### src/rtl/exp_accel_param.sv
// Parametrised e^x / e^-x accelerator for an unsigned fraction x in [0,1).
// Horner-form truncated Taylor series, one term per clock, result in 2.FW fixed point.
module exp_accel_param #(
  parameter int XW    = 16,
  parameter int FW    = 16,
  parameter int TERMS = 8
) (
  input  logic          clk,
  input  logic          rst,
  input  logic          start,
  input  logic          neg,
  input  logic [XW-1:0] x,
  output logic          busy,
  output logic          done,
  output logic [1:0]    intpart,
  output logic [FW-1:0] fracpart
);

  localparam int KW    = $clog2(TERMS);
  localparam int AW    = FW + 2;
  localparam int PW    = XW + AW;
  localparam int QFULL = AW + FW + 1;
  localparam logic [AW-1:0] ONE    = AW'(1) << FW;
  localparam logic [KW-1:0] K_INIT = KW'(TERMS - 1);

  typedef enum logic [1:0] {
    IDLE,
    CALC,
    DONE
  } state_t;

  state_t state;
  state_t state_next;

  logic [AW-1:0]    acc;
  logic [KW-1:0]    k;
  logic [XW-1:0]    x_r;
  logic             neg_r;
  logic             load;
  logic             step;
  logic             last_term;
  logic [PW-1:0]    prod_p;
  logic [AW-1:0]    p;
  logic [QFULL-1:0] prod_q;
  logic [AW-1:0]    q;
  logic [AW-1:0]    acc_step;
  logic             unused_bits;

  // Reciprocal table R[k] = floor(2^FW / k); entry 0 is never selected in CALC.
  function automatic logic [FW:0] recip(input int kk);
    logic [63:0] num;
    num = 64'd1 << FW;
    return (FW+1)'(num / 64'(kk));
  endfunction

  logic [FW:0] r_tab [TERMS];

  for (genvar i = 0; i < TERMS; i++) begin : g_recip
    assign r_tab[i] = recip((i == 0) ? 1 : i);
  end

  // One Horner step: acc' = 1 +/- (x * acc) / k, both products truncated.
  always_comb begin
    prod_p    = PW'(x_r) * PW'(acc);
    p         = prod_p[XW +: AW];
    prod_q    = QFULL'(p) * QFULL'(r_tab[k]);
    q         = prod_q[FW +: AW];
    acc_step  = neg_r ? (ONE - q) : (ONE + q);
    last_term = (k == KW'(1));
  end

  assign unused_bits = ^{prod_p[XW-1:0], prod_q[FW-1:0], prod_q[QFULL-1]};

  always_ff @(posedge clk or posedge rst) begin
    if (rst) begin
      state <= IDLE;
    end else begin
      state <= state_next;
    end
  end

  always_comb begin
    state_next = state;
    load       = 1'b0;
    step       = 1'b0;
    busy       = 1'b0;
    done       = 1'b0;
    case (state)
      IDLE: begin
        if (start) begin
          load       = 1'b1;
          state_next = CALC;
        end
      end
      CALC: begin
        busy = 1'b1;
        step = 1'b1;
        if (last_term) begin
          state_next = DONE;
        end
      end
      DONE: begin
        busy       = 1'b1;
        done       = 1'b1;
        state_next = IDLE;
      end
      default: begin
        state_next = IDLE;
      end
    endcase
  end

  // Result registers load on the edge that enters DONE so they are valid with the done pulse.
  always_ff @(posedge clk or posedge rst) begin
    if (rst) begin
      acc      <= '0;
      k        <= '0;
      x_r      <= '0;
      neg_r    <= 1'b0;
      intpart  <= '0;
      fracpart <= '0;
    end else if (load) begin
      x_r   <= x;
      neg_r <= neg;
      acc   <= ONE;
      k     <= K_INIT;
    end else if (step) begin
      acc <= acc_step;
      k   <= k - KW'(1);
      if (last_term) begin
        intpart  <= acc_step[AW-1:FW];
        fracpart <= acc_step[FW-1:0];
      end
    end
  end

endmodule

### config.mk
export PLATFORM = sky130hd
export DESIGN_NAME = exp_accel_param
export DESIGN_NICKNAME = d
export VERILOG_FILES = /design/src/rtl/exp_accel_param.sv
export SDC_FILE = /design/constraint.sdc
export NUM_CORES = 1
export LEC_CHECK = 0
export CAP_MARGIN = 20
export CORE_ASPECT_RATIO = 0.6
export CORE_MARGIN = 5
export CORE_UTILIZATION = 35
export DETAILED_ROUTE_END_ITERATION = 12
export DONT_BUFFER_PORTS = 1
export PLACE_DENSITY_LB_ADDON = 0.12
export SYNTH_ARGS = -nofsm -noshare
export SYNTH_HDL_FRONTEND = slang
export SYNTH_SLANG_ARGS = --single-unit
export TNS_END_PERCENT = 100
### constraint.sdc
create_clock -name clk -period 31.5 [get_ports clk]
set_input_delay 0 -clock clk [delete_from_list [all_inputs] [get_ports clk]]
set_output_delay 0 -clock clk [all_outputs]
set_load 0.05 [all_outputs]
==> results_dict.tcl, run 1 <==
set metrics [dict create \
    synth_cells 2359 \
    cts_setup_buffers 0 \
    hold_path_class "input port to flop" \
    ant_nets 0 \
    endpoint_kind "flop" \
    antenna_found_initial 5 \
    hold_viol_final 0 \
    grt_max_degree 59 \
    routabilityCongestion 0.9782 \
    io_buffers 0 \
    startpoint_type "flop" \
    min_period_ns 14.36 \
    slew_headroom_pct 21.69 \
    use_met3_pct 8.558 \
    ios 40 \
    first_iter_violations 1089 \
    drive_gt1_share_pct 3.378 \
    grtUsageTotal_pct 20.90 \
    finalSetupViolCount 0 \
    netlist_area_um2 21080 \
    clkSinkCount 58 \
    critPathMaxFanout 20 \
    grt_pass1_vias 16140 \
    die_h_um 200.1 \
    postCtsHoldBufs 19 \
    clk_latency_ns 0.36 \
    synthArstFlopShare_pct 100.0 \
    coreArea_um2 59400 \
    worstSetupPathType "flop to flop" \
    final_common_cell "inv_1" \
    die_area_um2 65380 \
    numCtsBuffers 9 \
    firstDrtPassIters 5 \
    max_cap_viol_count 0 \
    ys_warn_count 0 \
    grt_overflow 0 \
    ys.flop_type "dfrtp_1" \
    final-max-slew-violation-count 0 \
    nets 3029 \
    status "completed" \
    top_usage_layer "met1" \
    fin_crit_sh_pct 45.58 \
    met2_usage_pct 26.40 \
    cts.clk_slew.worst_paths_ns 0.07 \
    ys_seq_area_share_pct 6.887 \
    postRouteWirelength_um 66260 \
    cts_resized 0 \
    whs_ns 0.1490 \
    routed_via_density 4.886 \
    syn_nets 3054 \
    syn_avg_cell_area_um2 8.934 \
    dpl.hpwl_um 56760 \
    cts_root_buf "clkbuf_16" \
    synth_edf_count 0 \
    worst_pin_slew_ns 1.174 \
    skew_ns 0.01358 \
    final_cell_mix "552 x inv_1, 455 x fa_1, 335 x nand2_1" \
    slowest_stage "dfrtp_1" \
    die_w_um 326.8 \
    start_util_pct 35.48 \
    critPathArrivalTime_ns 14.56 \
    grt_use_met1_pct 33.63 \
    synth-seq-cells 58 \
    cpPeakStageDelay_ns 0.77 \
    syn_to_final_growth_pct 6.453 \
    wl_per_cell_um 21.22 \
    worst_ep_required_time_ns 31.70 \
    fmax_mhz 69.64 \
    clockBufferDepth 2 \
    finish.utilization_pct 37.77 \
    grt_pass1_wl_um 102500 \
    vias 15250 \
    cts_tree "built" \
    htreeDepth 3 \
    num_rows 69 \
    rsz0062_at_grt "no" \
    netlist-cell-type-count 85 \
    drcViolationCount 0 \
    setup_tns_ns 0 \
    critPathMostFrequentCell "fa_1" \
]
## layout make-up
type	count	area (um2)
clock inverter	7	77.57
multi-input combinational	1670	17240
timing repair buffer	42	382.9
clock buffer	9	225.2
sequential	58	1451
antenna	2	5.005
fill	6130	36960
inverter	553	2076
tap	781	977.2
## layer usage
layer / routed length (um) / up-vias
met5: 96 / -
met2: 23870 / 518
li1: - / 6980
met3: 7580 / 38
met4: 492 / 4
met1: 34230 / 7713
## synth_stat cells, drive strengths merged, types with 2 or more instances
cell type  count  area (um2)
mux2           4       45.04
and3           5       31.28
xor2          27       244.0
o31ai          5       37.54
inv          553        2076
nand2b         5       31.28
nor3           8       56.31
a21o          12       92.59
nand4          5       46.29
dfrtp         58        1451
o211ai         3       22.52
ha           220        2753
mux2i          4       40.04
a211oi         9       67.56
a221oi         2       17.52
a31oi          6       43.79
o41ai          3       41.29
nor4b          3       26.28
and2         182        1140
nor3b          4       41.29
or3            2       17.52
o21a           5       37.54
a21boi         4       41.29
a21oi         58       309.0
nand3         10       55.05
o2111ai        3       32.53
a211o          3       26.28
buf            8       46.29
nor2         145       546.8
o21ai         56       295.3
xnor2         41       359.1
nand2        336        1264
fa           455        9109
clkbuf        69       259.0
o21bai         2       15.01
nor2b         12       75.07
a31o           3       26.28
or2            5       31.28
or4            2       22.52
## logic make-up after synthesis
logic type / after synthesis / synth area share, %
flops: 58 / 6.887
compound gates: 191 / 6.020
fa+ha+maj: 675 / 56.28
mux: 8 / 0.4037
simple gates: 728 / 16.20
buf+inv: 631 / 11.35
xor+xnor: 68 / 2.862
## sequential cells by signal, summed over array words and instances (netlist names)
signal	count
intpart	2
neg_r	1
acc	18
k	3
x_r	16
fracpart	16
state	2
## through the flow
step / area [um2] / instances / setup slack, ns
2_1_floorplan: 21080 / 2359 / 19.53
3_3_place_gp: 21900 / 3084 / 17.02
3_5_place_dp: 21910 / 3084 / 17.24
4_1_cts: 22400 / 3119 / 17.22
5_1_grt: 22430 / 3120 / 16.33
6_report: 22440 / 3122 / 17.14
## path summary, 6_finish.rpt
kind | depth (start not counted) | end | from | slack, ns
worst max-delay path | 41 | fracpart[12]$_DFFE_PP0P_ | x_r[10]$_DFFE_PP0P_ | 17.14
worst min register to register | 2 | acc[8]$_DFFE_PP0P_ | acc[8]$_DFFE_PP0P_ | 0.54
max in group asynchronous | 3 | x_r[14]$_DFFE_PP0P_ | rst | 30.61
worst max register to register | 41 | fracpart[12]$_DFFE_PP0P_ | x_r[10]$_DFFE_PP0P_ | 17.14
min in group asynchronous | 3 | acc[6]$_DFFE_PP0P_ | rst | 0.34
worst min-delay path | 3 | acc[14]$_DFFE_PP0P_ | start | 0.15
## worst max-delay path: cells and delay by family (launching register included)
family | cells | cell delay, ns
flops | 1 | 0.77
fa+ha+maj | 14 | 6.81
compound gates | 9 | 2.53
simple gates | 9 | 2.56
xor+xnor | 3 | 1.20
buf+inv | 6 | 0.31
Power of run 1 is left out: the tool's default activity adds up to more than one toggle a clock period on the data nets, which glitch-free logic cannot reach.
==> inputs of run 2 (changes only) <==
ABC_AREA = 1   (was unset)
clock period = 11.95 ns   (was 31.5 ns; I/O delays follow)
==> run 2 against run 1 <==
  * Core utilization up 3.0 points
  * Worst hold slack better by 0.16 ns
  * Largest cell class unchanged
  * Area after synthesis up 7.0%
==> results_dict.tcl, run 2 <==
set metrics [dict create \
    skew_ns 0.008493 \
    ant_nets 0 \
    routed_via_density 4.680 \
    antenna_found_initial 0 \
    syn_nets 3697 \
    cp.depth 54 \
    ios 40 \
    largest_reg_flops 18 \
    clockBufferDepth 2 \
    cts_tree "built" \
    slowest_stage "fa_2" \
    top_register "acc" \
    final-max-slew-violation-count 0 \
    startpoint_type "flop" \
    die_w_um 337.7 \
    postRouteWirelength_um 79820 \
    grt_pass1_wl_um 121000 \
    drcViolationCount 0 \
    grt_overflow 0 \
    holdPathStages 3 \
    netlist-cell-type-count 48 \
    netlist_area_um2 22550 \
    worst_ep_required_time_ns 12.12 \
    syn_to_final_growth_pct 15.85 \
    synthTopCellsByCount "879 x inv_1, 773 x nand2_1, 455 x fa_1" \
    clk_latency_ns 0.34 \
    die_h_um 206.6 \
    start_util_pct 35.16 \
    dpl.hpwl_um 69730 \
    firstDrtPassIters 5 \
    fin_crit_sh_pct 96.10 \
    synth_area_leaders "fa_1 40%, inv_1 15%, nand2_1 13%, ha_1 12%, dfrtp_1 6.4%" \
    insertedDiodeCount 0 \
    critPathMostFrequentCell "nand2_1" \
    numCtsBuffers 9 \
    grtUsageTotal_pct 23.29 \
    ys_warn_count 0 \
    grt_pass1_vias 18650 \
    slew_headroom_pct 34.62 \
    r2r-end "acc[16]$_DFFE_PP0P_" \
    worstSetupPathType "flop to flop" \
    top_regs "acc x18, fracpart x16, x_r x16" \
    status "completed" \
    yosysMostFrequentCell "inv_1" \
    synth-seq-cells 58 \
    coreArea_um2 64140 \
    io_buffers 0 \
    holdPathEnd "x_r[6]$_DFFE_PP0P_" \
    critPathArrivalTime_ns 11.66 \
    hold_start "start" \
    routabilityCongestion 0.9356 \
    nets 3837 \
    clkSinkCount 58 \
    num_rows 72 \
    die_area_um2 69780 \
    yosys.area.top_type "fa_1" \
    grt_use_met1_pct 40.15 \
    final_cell_mix "867 x inv_1, 728 x nand2_1, 435 x fa_1" \
    yosysTopAreaCellShare_pct 40.39 \
    worst_pin_slew_ns 0.9759 \
    met2_usage_pct 25.75 \
    reg2reg_depth 54 \
    rr_startpoint "acc[5]$_DFFE_PP0P_" \
    path_buf_inv 14 \
    htreeDepth 3 \
    hold_viol_final 0 \
    hold_path_class "input port to flop" \
    cts_root_buf "clkbuf_16" \
    final_common_cell "inv_1" \
    grt_max_degree 59 \
    synth_cells 3002 \
    critPathMaxFanout 6 \
    endpoint_kind "flop" \
    wl_per_cell_um 19.96 \
    synthArstFlopShare_pct 100.0 \
    drive_gt1_share_pct 14.71 \
    cts.clk_slew.worst_paths_ns 0.06 \
    synth_edf_count 0 \
    syn_avg_cell_area_um2 7.513 \
    post_dp_cell_area_um2 24680 \
    fin_area_um2 26130 \
    rsz0062_at_grt "yes" \
    use_met3_pct 10.55 \
    top_usage_layer "met1" \
    rrSetupSlack_ns 0.47 \
    fmax_mhz 87.08 \
    crit_family "adder cells" \
    first_iter_violations 1477 \
    ys_seq_area_share_pct 6.436 \
    cpPeakStageDelay_ns 0.66 \
    ys.flop_type "dfrtp_1" \
    min_period_ns 11.48 \
    max_cap_viol_count 0 \
    finalSetupViolCount 0 \
    vias 18710 \
]
==> run 2: cell types whose count changed in the layout (fill, tap and decap cells not counted), moves of 23 or more <==
cell,change
xnor2_1,-34
buf_4,+171
nand2_2,+47
and2_1,-176
inv_1,+315
o21ai_0,-23
nand2_1,+393
nand3_1,+86
nor2_2,+40
==> run 2: worst reg2reg max path, delay by kind of cell (launching register included) <==
| family | cells | cell delay (ns) |
|---|---|---|
| xor gates and xnor gates | 1 | 0.28 |
| AOI/OAI and AO/OA | 4 | 0.51 |
| adders and majority gates | 14 | 6.92 |
| and+or+nand+nor | 21 | 1.84 |
| buffers and inverters | 14 | 1.38 |
| DFF | 1 | 0.42 |
==> run 2: per-layer routing <==
| metal | vias up | routed length, um |
|---|---|---|
| li1 | 8834 | - |
| met1 | 9151 | 43420 |
| met4 | 0 | 291 |
| met2 | 700 | 25560 |
| met3 | 26 | 10540 |
| met5 | - | 0 |
==> run 2: layout make-up <==
type / instances / area (um2)
clock buffer: 10 / 239.0
fill: 6710 / 38010
timing repair buffer: 224 / 1849
tap: 851 / 1065
inverter: 888 / 3333
multi-input combinational: 1961 / 18090
clock inverter: 6 / 66.31
sequential: 58 / 1484
==> run 2: cells by family (layout without fill, tap and decap cells) <==
logic type,after synthesis,after routing,share of synthesized area (%)
AOI/OAI and AO/OA,110,110,2.757
xor gates and xnor gates,26,26,1.043
adders and majority gates,675,675,52.59
buffers and inverters,983,1128,16.47
DFF,58,58,6.435
and+or+nand+nor,1150,1150,20.70
==> run 2: repair_timing <==
item                                   in CTS  in global routing
endpoints found under the hold margin      77                  0
cloned                                      0                  1
pin swaps                                   0                 65
hold buffers                               19                  0
setup endpoints to repair                  23                 34
buffers inserted                            0                 23
resized for setup                          15                207
==> run 2: how the worst max path moves through the flow <==
stage | from | endpoint
floorplan | x_r[7]$_DFFE_PP0P_ | fracpart[8]$_DFFE_PP0P_
global placement | acc[8]$_DFFE_PP0P_ | acc[10]$_DFFE_PP0P_
detailed placement | acc[8]$_DFFE_PP0P_ | acc[10]$_DFFE_PP0P_
CTS | acc[14]$_DFFE_PP0P_ | acc[11]$_DFFE_PP0P_
global route | acc[5]$_DFFE_PP0P_ | acc[16]$_DFFE_PP0P_
finish | acc[5]$_DFFE_PP0P_ | acc[16]$_DFFE_PP0P_
==> run 2: through the flow <==
step                      setup TNS (ns)  setup WS (ns)  hold slack (ns)  std cells  util (%)
after global routing             -0.8155        -0.1231           0.3370       3998     40.73
after global placement            -2.266        -0.2584           0.1153       3939     38.49
after CTS                              0     0.00007638           0.2865       3974     39.30
after detailed placement          -1.688        -0.2007           0.1175       3939     38.49
after floorplan                        0          1.215           0.1096       3002         -
final                                  0         0.4666           0.3103       3998     40.73
Power of run 2 is left out for the same reason.
==> inputs of run 3 (changes only) <==
CORE_ASPECT_RATIO = unset   (was 0.6)
==> run 3 against run 2 <==
  * Core utilization decreased by 0.43 points
  * Worst hold slack got worse by 0.29 ns
  * Critical path depth decreased by 8
  * Clock skew increased by 0.0035 ns
  * Setup slack improved by 0.017 ns
  * Sequential share of layout area increased by 0.073 points
  * Final cell count about the same
  * Non-clock buffer count decreased by 6
  * Maximum frequency increased by 0.14%
  * Final area decreased by 1.1%
  * Die area decreased by 0.24%
  * Critical endpoint is now acc[6]$_DFFE_PP0P_
==> results_dict.tcl, run 3 (synthesis gave the netlist of run 2 again) <==
set metrics [dict create \
    status "completed" \
    register_area_um2 1486 \
    cts_tree "built" \
    critPathMostFrequentCell "fa_1" \
    cp.depth 46 \
    max_cap_viol_count 0 \
    skew_ns 0.01197 \
    r2r-end "acc[6]$_DFFE_PP0P_" \
    die_w_um 263.8 \
    cts.clk_slew.worst_paths_ns 0.06 \
    crit_family "adder cells" \
    cts_root_buf "clkbuf_16" \
    firstDrtPassIters 5 \
    ant_nets 0 \
    multiInputGateArea_um2 17830 \
    antenna_found_initial 0 \
    htreeDepth 3 \
    pre_cts_ws_ns -0.6507 \
    whs_ns 0.02492 \
    fmax_mhz 87.21 \
    largest_reg_flops 18 \
    n_fill_cell 6731 \
    die_h_um 263.8 \
    wl_per_cell_um 17.94 \
    worstSetupPathType "flop to flop" \
    setup_tns_ns 0 \
    grt_max_degree 59 \
    ios 40 \
    dp_cells 3930 \
    crit_end "acc[6]$_DFFE_PP0P_" \
    io_buffers 0 \
    routabilityCongestion 0.8943 \
    startpoint_type "flop" \
    num_rows 93 \
    top_regs "acc x18, fracpart x16, x_r x16" \
    clkSinkCount 58 \
    final-max-slew-violation-count 0 \
    start_util_pct 35.18 \
    worst_ep_required_time_ns 12.19 \
    endpoint_kind "flop" \
    die_area_um2 69610 \
    grt_pass1_wl_um 113700 \
    postRouteWirelength_um 71700 \
    final_cell_mix "878 x inv_1, 751 x nand2_1, 450 x fa_1" \
    cpPeakStageDelay_ns 0.62 \
    clockBufferDepth 2 \
    coreArea_um2 64120 \
    critPathMaxFanout 7 \
    top_register "acc" \
    hold_viol_final 0 \
    worst_pin_slew_ns 0.9844 \
    startpoint "acc[13]$_DFFE_PP0P_" \
    slowest_stage "fa_1" \
    routed_via_density 4.601 \
    stdcell_count 3996 \
    first_iter_violations 1069 \
    rrSetupSlack_ns 0.48 \
    rr_startpoint "acc[13]$_DFFE_PP0P_" \
    grt_overflow 0 \
    hold_path_class "input port to flop" \
    reg2reg_depth 46 \
    final_common_cell "inv_1" \
    nets 3831 \
    dpl.hpwl_um 62570 \
    path_buf_inv 12 \
    min_period_ns 11.47 \
    slew_headroom_pct 34.30 \
    fin_crit_sh_pct 95.96 \
    syn_to_final_growth_pct 14.57 \
    grt_pass1_vias 19340 \
    drcViolationCount 0 \
    critPathArrivalTime_ns 11.71 \
    clk_latency_ns 0.37 \
    grtUsageTotal_pct 20.89 \
    finalSetupViolCount 0 \
    drive_gt1_share_pct 11.97 \
    numCtsBuffers 9 \
    insertedDiodeCount 0 \
    setup_ws_ns 0.4831 \
    vias 18390 \
]
[run 3: timing repair]
action                                 4_1_cts  5_1_grt
buffers inserted                             0       22
setup endpoints to repair                   10       34
hold buffers                                27        0
endpoints found under the hold margin       77        0
pin swaps                                    0       29
resized for setup                           14      122
gates cloned                                 0        1
[run 3: metal layers]
layer / up-vias / global-route usage, % / part of all wire [%]
met5: - / 0 / 0
met4: 0 / 4.266 / 2.1
met3: 64 / 3.772 / 6.3
met2: 431 / 32.49 / 44
met1: 9062 / 30.79 / 47
li1: 8828 / - / -
[run 3: worst min path at each step]
| stage | start | to | cells after the start | slack [ns] |
|---|---|---|---|---|
| after floorplan | x[0] | x_r[0]$_DFFE_PP0P_ | 2 | 0.11 |
| after global placement | x[12] | x_r[12]$_DFFE_PP0P_ | 2 | 0.11 |
| after detailed placement | x[4] | x_r[4]$_DFFE_PP0P_ | 2 | 0.12 |
| after CTS | start | x_r[2]$_DFFE_PP0P_ | 4 | 0.002 |
| after global routing | start | x_r[7]$_DFFE_PP0P_ | 4 | 0.04 |
| final | start | x_r[7]$_DFFE_PP0P_ | 4 | 0.02 |
[run 3: tightest hold or removal path, stage by stage]
cell and delay (ns):
nand2_1 0.03, buf_4 0.19, nand2_1 0.07, nand2_1 0.05
[run 3: final cells by class]
type / count / share of cell area [%]
multi-input combinational: 1961 / 68.99
inverter: 888 / 12.90
timing repair buffer: 218 / 6.958
sequential: 58 / 5.752
tap: 855 / 4.140
clock buffer: 9 / 0.8716
clock inverter: 7 / 0.3922
[run 3: stage by stage]
stage | util (%) | instance area, um2
2_1_floorplan | - | 22550
3_3_place_gp | 38.28 | 24540
3_5_place_dp | 38.30 | 24560
4_1_cts | 39.27 | 25180
5_1_grt | 40.30 | 25840
6_report | 40.30 | 25840
Power of run 3 is left out for the same reason.
